**src/rtl/reg_file_mp_pkg.sv**
```systemverilog
// Shared register-file defaults, also used by the decoder and hazard unit.
package reg_file_mp_pkg;
   localparam int RF_DW      = 32;
   localparam int RF_AW      = 5;
   localparam int RF_SP_IDX  = 29;
   localparam int RF_SP_INIT = 128;
endpackage

```
**src/rtl/reg_file_mp_rf_scoreboard.sv**
```systemverilog
// Per-register busy bits for load-use hazard detection; a write clears, a load issue sets.
module rf_scoreboard #(
   parameter int AW       = 5,
   parameter int ZERO_REG = 1
) (
   input  logic              clk_i,
   input  logic              rst_i,
   input  logic              i_wa_en,
   input  logic [AW-1:0]     i_wa_addr,
   input  logic              i_wb_en,
   input  logic [AW-1:0]     i_wb_addr,
   input  logic              i_sb_set,
   input  logic [AW-1:0]     i_sb_addr,
   output logic [2**AW-1:0]  o_busy
);
   localparam int DEPTH = 2**AW;

   logic [DEPTH-1:0] r_busy;
   logic [DEPTH-1:0] w_busy_nxt;

   // Clears are applied before the set so a newer outstanding load wins.
   always_comb begin
      w_busy_nxt = r_busy;
      if (i_wa_en) w_busy_nxt[i_wa_addr] = 1'b0;
      if (i_wb_en) w_busy_nxt[i_wb_addr] = 1'b0;
      if (i_sb_set) w_busy_nxt[i_sb_addr] = 1'b1;
      if (ZERO_REG != 0) w_busy_nxt[0] = 1'b0;
   end

   always_ff @(posedge clk_i or posedge rst_i) begin
      if (rst_i) r_busy <= '0;
      else       r_busy <= w_busy_nxt;
   end

   assign o_busy = r_busy;
endmodule

```
**src/rtl/reg_file_mp.sv**
```systemverilog
// Multi-port register file: NRD combinational reads, ALU (A) and load (B) write ports,
// optional write-to-read bypass, hardwired zero register and busy scoreboard.
module reg_file_mp
   import reg_file_mp_pkg::*;
#(
   parameter int DW       = RF_DW,
   parameter int AW       = RF_AW,
   parameter int NRD      = 2,
   parameter int BYPASS   = 1,
   parameter int ZERO_REG = 1,
   parameter int SP_IDX   = RF_SP_IDX,
   parameter int SP_INIT  = RF_SP_INIT
) (
   input  logic              clk_i,
   input  logic              rst_i,
   input  logic [NRD*AW-1:0] rd_addr_i,
   output logic [NRD*DW-1:0] rd_data_o,
   output logic [NRD-1:0]    busy_o,
   input  logic              wa_en_i,
   input  logic [AW-1:0]     wa_addr_i,
   input  logic [DW-1:0]     wa_data_i,
   input  logic              wb_en_i,
   input  logic [AW-1:0]     wb_addr_i,
   input  logic [DW-1:0]     wb_data_i,
   input  logic              sb_set_i,
   input  logic [AW-1:0]     sb_addr_i
);
   localparam int DEPTH = 2**AW;

   if (NRD < 1 || NRD > 4) begin : g_bad_nrd
      $error("reg_file_mp: NRD must be in 1..4");
   end

   logic [DW-1:0]    r_mem [DEPTH];
   logic [DEPTH-1:0] w_busy;
   logic             w_wa_ok;
   logic             w_wb_ok;

   assign w_wa_ok = wa_en_i && !(ZERO_REG != 0 && wa_addr_i == '0);
   assign w_wb_ok = wb_en_i && !(ZERO_REG != 0 && wb_addr_i == '0);

   // Port B is written last so it wins on an address collision.
   always_ff @(posedge clk_i or posedge rst_i) begin
      if (rst_i) begin
         for (int i = 0; i < DEPTH; i++)
            r_mem[i] <= (i == SP_IDX) ? DW'(SP_INIT) : '0;
      end else begin
         if (w_wa_ok) r_mem[wa_addr_i] <= wa_data_i;
         if (w_wb_ok) r_mem[wb_addr_i] <= wb_data_i;
      end
   end

   rf_scoreboard #(
      .AW       (AW),
      .ZERO_REG (ZERO_REG)
   ) u_sb (
      .clk_i     (clk_i),
      .rst_i     (rst_i),
      .i_wa_en   (wa_en_i),
      .i_wa_addr (wa_addr_i),
      .i_wb_en   (wb_en_i),
      .i_wb_addr (wb_addr_i),
      .i_sb_set  (sb_set_i),
      .i_sb_addr (sb_addr_i),
      .o_busy    (w_busy)
   );

   for (genvar k = 0; k < NRD; k++) begin : g_rd
      logic [AW-1:0] w_ra;
      logic          w_zero;
      logic          w_hit_a;
      logic          w_hit_b;

      assign w_ra    = rd_addr_i[k*AW +: AW];
      assign w_zero  = (ZERO_REG != 0) && (w_ra == '0);
      assign w_hit_a = (BYPASS != 0) && wa_en_i && (wa_addr_i == w_ra);
      assign w_hit_b = (BYPASS != 0) && wb_en_i && (wb_addr_i == w_ra);

      assign rd_data_o[k*DW +: DW] = w_zero  ? '0        :
                                     w_hit_b ? wb_data_i :
                                     w_hit_a ? wa_data_i :
                                               r_mem[w_ra];
      // A write arriving this cycle satisfies the hazard when bypass is on.
      assign busy_o[k] = w_busy[w_ra] && !(w_hit_a || w_hit_b);
   end
endmodule

```
**config.mk**
```make
export PLATFORM = sky130hd
export DESIGN_NAME = reg_file_mp
export DESIGN_NICKNAME = d
export VERILOG_FILES = /design/src/rtl/reg_file_mp_pkg.sv /design/src/rtl/reg_file_mp_rf_scoreboard.sv /design/src/rtl/reg_file_mp.sv
export SDC_FILE = /design/constraint.sdc
export NUM_CORES = 2
export LEC_CHECK = 0
export CAP_MARGIN = 20
export CORE_ASPECT_RATIO = 0.75
export CORE_MARGIN = 5
export CORE_UTILIZATION = 40
export DETAILED_ROUTE_END_ITERATION = 10
export PLACE_DENSITY = 0.58
export SYNTH_ARGS = -nofsm -noshare
export SYNTH_HDL_FRONTEND = slang
export SYNTH_HIERARCHICAL = 1
export SYNTH_SLANG_ARGS = --single-unit
```
**constraint.sdc**
```tcl
create_clock -name clk_i -period 63 [get_ports clk_i]
set_input_delay 6.3 -clock clk_i [delete_from_list [all_inputs] [get_ports clk_i]]
set_output_delay 6.3 -clock clk_i [all_outputs]
set_load 0.05 [all_outputs]
```
### Word-level counts from Yosys, hierarchy flattened

Cells that the tools add are included.

| word-level totals | value |
|---|---|
| word-level logic and storage cells | 116 |
| input port bits | 94 |
| output and inout port bits | 66 |
| register bits | 1,055 |

| cells by class | value |
|---|---|
| $lt $le $gt $ge | 14 |
| muxes and demuxes | 33 |
| reduce and logical (&&, ||, !) cells | 23 |
| bitwise logic cells | 9 |
| equal/unequal tests | 4 |

Operators with widths:

| kind | number |
|---|---|
| 1024-bit bitwise mux | 2 |
| 1024-bit 2-to-1 mux | 2 |
| 32-bit 2-to-1 mux | 15 |
| 32-bit binary-select mux with 5-bit select | 2 |
| 32-bit demux with 5-bit select | 2 |
| 32-bit AND | 2 |
| 32-bit NOT | 2 |
| 32-bit OR | 1 |
| 5-bit by 6-bit less-than comparator with 1-bit output, second input constant | 5 |
| 6-bit greater-or-equal comparator, second input constant | 4 |
| 5-bit NOT with 6-bit output | 4 |
| 5-bit equality test | 4 |
| 5-bit zero test | 4 |
| 1-bit demux with 5-bit select | 3 |
| 5-bit by 1-bit greater-or-equal comparator with 1-bit output, second input constant | 3 |
| 1-bit logical AND | 13 |
| 6-bit by 1-bit less-than comparator with 1-bit output, second input constant | 2 |
| 1-bit binary-select mux with 5-bit select | 2 |
| 1-bit 2-to-1 mux | 5 |
| 1-bit zero test | 4 |
| 1-bit logical OR | 2 |

### Depth between registers and ports, before layout

| depth | value |
|---|---|
| depth after elaboration | 11 |
| gate-level depth with buffers | 10 |
| depth with buffers taken out | 6 |

### Hierarchy

Netlist, hierarchy kept.

Modules (own cells, without submodules):

| module | cells an instance | area each (µm²) | sequential area each (µm²) | instances |
|---|---|---|---|---|
| reg_file_mp | 6,177 | 65,231.3 | 25,625.8 | 1 |
| rf_scoreboard | 157 | 1,706.6 | 775.7 | 1 |

### Worst setup path before layout

Ideal clock, no wire load.

| timing path | value |
|---|---|
| path kind | input port to output port |
| start | input port wb_addr_i[3] |
| end | output port rd_data_o[10] |
| stages | 10 |
| slack | 47,874 ps |
| data required time | 56,700 ps |
| buffers on the path | 4 |
| data arrival time | 8,826 ps |
| path through | buf_2 xor2_1 nor4_1 and3_1 clkbuf_1 nor2b_2 nand2b_1 buf_2 buf_2 o32ai_1 |

| on the way | value |
|---|---|
| word-level cells in the longest chain between the ends | 4 |

Ends and longest elaborated chain:

| what | line | source |
|---|---|---|
| start: declaration | reg_file_mp.sv:23 | `input logic [AW-1:0] wb_addr_i,` |
| 5-bit equality test | reg_file_mp.sv:77 | `assign w_hit_b = (BYPASS != 0) && wb_en_i && (wb_addr_i == w_ra);` |
| 1-bit logical AND | reg_file_mp.sv:77 |  |
| 32-bit 2-to-1 mux | reg_file_mp.sv:80 | `w_hit_b ? wb_data_i :` |
| 32-bit 2-to-1 mux | reg_file_mp.sv:79 | `assign rd_data_o[k*DW +: DW] = w_zero ? '0 :` |
| end: declaration | reg_file_mp.sv:17 | `output logic [NRD*DW-1:0] rd_data_o,` |

No other way between the ends.

### Worst setup path after layout

| timing path | value |
|---|---|
| start | input port wb_addr_i[4] |
| end | output port rd_data_o[3] |

Same word-level chain as after synthesis.

==> flow_summary_export.csv <==
group,metric,value,unit
logic_synthesis,ys_seq_area_frac,0.394,
cells_and_area,fill_cells,15600,
sta,period_needed,18.00,ns
outcome,status,"finished, final reports clean",
sta,max_slew_margin,0.141,
clock_network,cts_max_level,3,
setup_path,path_delay_family,"simple AND/OR/NAND/NOR gates",
setup_path,worst-path-buf-inv,2,
clock_network,clock_sinks,1055,
sta,period_share,0.286,
power,combPwrFrac,0.285,
sta,final.setup.tns,0,ns
cells_and_area,fin_cells,8311,
drt,ant_nets,0,
logic_synthesis,yosys_register_bits,1055,
power,p_seq_frac,0.413,
drt,drc,0,
drt,routed-via-count,54700,
placement,gp_congestion,0.910,
worst_hold_path,min_from,"r_mem[1013]",
floorplan,rows,130,
sta,hold_viol,0,
setup_path,critical_path_required,56.70,ns
sta,skew,0,ns
setup_path,start_kind,"input pin",
power,power_switching,0.821,mW
drt,avgRoutedWirePerCell,34.1,um
setup_path,reg2reg_setup_slack,62.11,ns
setup_path,r2r-end,"r_mem[71]",
sta,worst_slew_pin_slew,1.28,ns
power,switching_share,0.336,
clock_network,cts_hold_repair.buffers,0,
logic_synthesis,synth_edf_count,0,
sta,fmax,0.0556,GHz
floorplan,dieArea,176000,sq um
setup_path,rr_startpoint,"r_mem[71]",
sta,slew_viol_final,0,
setup_path,crit_path_top_delay_cell,"o32ai_1",
logic_synthesis,synth.net_count,6428,
clock_network,clkTransAtPathRegs,0.06,ns
setup_path,crit_arrival,11.70,ns
logic_synthesis,async_flop_share,1.00,
setup_path,critical-path-max-stage-delay,1.18,ns
drt,initialDrtViolationCount,8786,
clock_network,clock_latency,0.75,ns
logic_synthesis,ys.flop_type,"dfrtp_1",
setup_path,end_kind,"output pin",
global_route,grt_pass1_wl,402000,um
floorplan,coreArea,167000,sq um
power,clkPwrFrac,0.302,
setup_path,reg2reg_depth,2,
sta,rsz0062_at_grt,"no",
power,p_int,1.62,mW
setup_path,critPathKind,"in -> out",
worst_hold_path,min_path_type,"reg -> reg",
floorplan,start_util,0.401,
global_route,grt_overflow,0,
power,ir_worst_vdd,0.0236,mV
clock_network,cts_max_path_buffers,3,
placement,placed_area,69700,sq um
global_route,antenna_found_initial,7,
setup_path,cp_max_fo,34,
sta,setup_viol,0,
floorplan,num_io_pins,160,
clock_network,post_cts_buffers,0,
drt,vias_per_cell,6.59,
clock_network,cts_root_buffer,"clkbuf_16",
clock_network,cts_made_buffers,118,
global_route,grt_usage,0.316,
setup_path,cpMostUsedCell,"clkdlybuf4s50_1",
placement,dp_hpwl,160000,um
cells_and_area,finalInstanceArea,73800,sq um
logic_synthesis,synth_cells,6334,
global_route,grt_pass1_vias,51800,
clock_network,cts_resized,0,
power,power_per_cell_area,33.1,nW/um^2
logic_synthesis,syn_area,66900,sq um
setup_path,path_cells,"clkdlybuf4s50_1, xor2_1, nor4_1, and3_2, nor2b_2, nand2b_2, o32ai_1, clkdlybuf4s50_1",
drt,firstDrtPassIters,8,
worst_hold_path,min_to,"r_mem[1013]",
cells_and_area,drive_gt1_frac,0.167,
placement,port-buffer-count,159,
logic_synthesis,synth_cell_types,65,
drt,drt_wl_total,284000,um
sta,whs,0.394,ns
cells_and_area,nNetsFinal,6061,
cells_and_area,area_growth,10.3,%
worst_hold_path,min_path_cells,0,
logic_synthesis,yosysWarnings,6,
logic_synthesis,avgSynthCellArea,10.6,sq um
floorplan,die_h,364,um
global_route,grt_max_degree,169,
clock_network,cts_tree,"built",
floorplan,die_x,482,um
run,cap_viol_max_count,0,
placement,placed_cells,8087,
power,p_leak,31.4,nW
## worst max-delay path by stage
| stage | slack, ns | endpoint | cells after the start | startpoint |
|---|---|---|---|---|
| after floorplan | 27.89 | r_mem[0] | 1 | rst_i |
| after global placement | 45.21 | rd_data_o[2] | 8 | wb_addr_i[4] |
| after detailed placement | 45.17 | rd_data_o[7] | 8 | wb_addr_i[4] |
| after CTS | 45.17 | rd_data_o[7] | 8 | wb_addr_i[4] |
| after global routing | 45.01 | rd_data_o[7] | 8 | wb_addr_i[4] |
| final | 45.00 | rd_data_o[3] | 8 | wb_addr_i[4] |
## power groups by stage
stage	Combinational [mW]	Clock [mW]	Sequential, mW
finish	0.696	0.738	1.01
global route	0.738	0.769	1.03
CTS	0.682	0.742	0.997
detailed placement	0.681	0	1.01
global placement	0.672	0	0.999
floorplan	0.499	0	0.958
## layout make-up
class,instances,area (sq um),share of cell area
multi-input cells,4449,37400,0.507
flip-flops and latches,1055,26400,0.358
clock buffers,174,3500,0.0474
repair buffers,337,3120,0.0422
well taps,2244,2810,0.0380
clock inverters,44,553,0.00749
inverters,6,31.3,0.000424
diodes,2,5.00,0.0000678
## cells by family (layout without fill, tap and decap cells)
group | Yosys count | after routing | synth area share
DFF | 1055 | 1055 | 0.394
xor gates and xnor gates | 20 | 20 | 0.00262
AOI/OAI and AO/OA | 1457 | 1457 | 0.126
other | 1 | 3 | 0.0000560
buffers and inverters | 830 | 561 | 0.0545
and+or+nand+nor | 1272 | 1272 | 0.0774
muxes | 1699 | 1699 | 0.345
## cells in the mapped netlist (all sizes together), types with 5 or more instances
master,n,area [sq um]
a211o,29,254
a211oi,14,105
a21oi,806,4030
a221oi,45,394
a22o,27,236
a22oi,140,1060
and2,9,56.3
and3,7,43.8
and3b,6,52.6
buf,293,1610
clkbuf,531,2010
dfrtp,1054,26400
inv,6,22.5
mux2,63,709
mux2i,1154,11600
mux4,482,10900
nand2,350,1310
nand2b,18,113
nand3,10,50.1
nand4,9,56.3
nor2,797,3000
nor2b,20,128
nor3,17,95.1
nor3b,6,65.1
nor4,5,43.8
o211ai,8,60.1
o21ai,274,1370
o221ai,29,254
o22ai,31,194
o31ai,16,120
o32ai,31,272
o41ai,5,43.8
xnor2,8,70.1
xor2,12,105
## layer usage
metal | wire length (um) | share of wire | up-vias | track usage
li1 | - | - | 22500 | -
met1 | 108000 | 0.38 | 27400 | 0.416
met2 | 120000 | 0.42 | 3896 | 0.456
met3 | 35300 | 0.12 | 1001 | 0.105
met4 | 20200 | 0.071 | 8 | 0.183
met5 | 46 | 0.00016 | - | 0
## worst reg2reg max path: stages (launching register included)
cell and delay (ns):
dfstp_2 0.55, mux2i_1 0.07, a21oi_1 0.19
## sequential cells by signal, summed over array words and instances (netlist names)
register	count
u_sb/o_busy	31
r_mem	1024
## per-stage QoR
stage	worst slack, ns	util	total power [mW]
after CTS	45.17	0.442	2.42
after floorplan	27.89	-	1.46
after global placement	45.21	0.417	1.67
final	45.00	0.442	2.44
after detailed placement	45.17	0.417	1.69
after global routing	45.01	0.442	2.53
## placed cells by master (no fill, tap or decap), types with 15 or more instances in the layout
| master | n |
|---|---|
| clkdlybuf4s50_1 | 145 |
| mux2_2 | 62 |
| a221oi_1 | 45 |
| nor2b_1 | 15 |
| buf_4 | 165 |
| a22oi_1 | 139 |
| o32ai_1 | 31 |
| dfrtp_1 | 1054 |
| clkbuf_8 | 30 |
| nor2_1 | 773 |
| o21ai_0 | 158 |
| clkbuf_16 | 120 |
| a21oi_1 | 806 |
| mux4_2 | 482 |
| o22ai_1 | 31 |
| a211o_1 | 29 |
| mux2i_1 | 1154 |
| o21ai_1 | 116 |
| nand2_4 | 28 |
| nand2_1 | 322 |
| a22o_1 | 27 |
| o221ai_1 | 29 |
| o31ai_1 | 16 |
| clkbuf_1 | 25 |
| nor2_4 | 20 |
| clkinv_2 | 19 |
(Power assumes the default switching activity.)
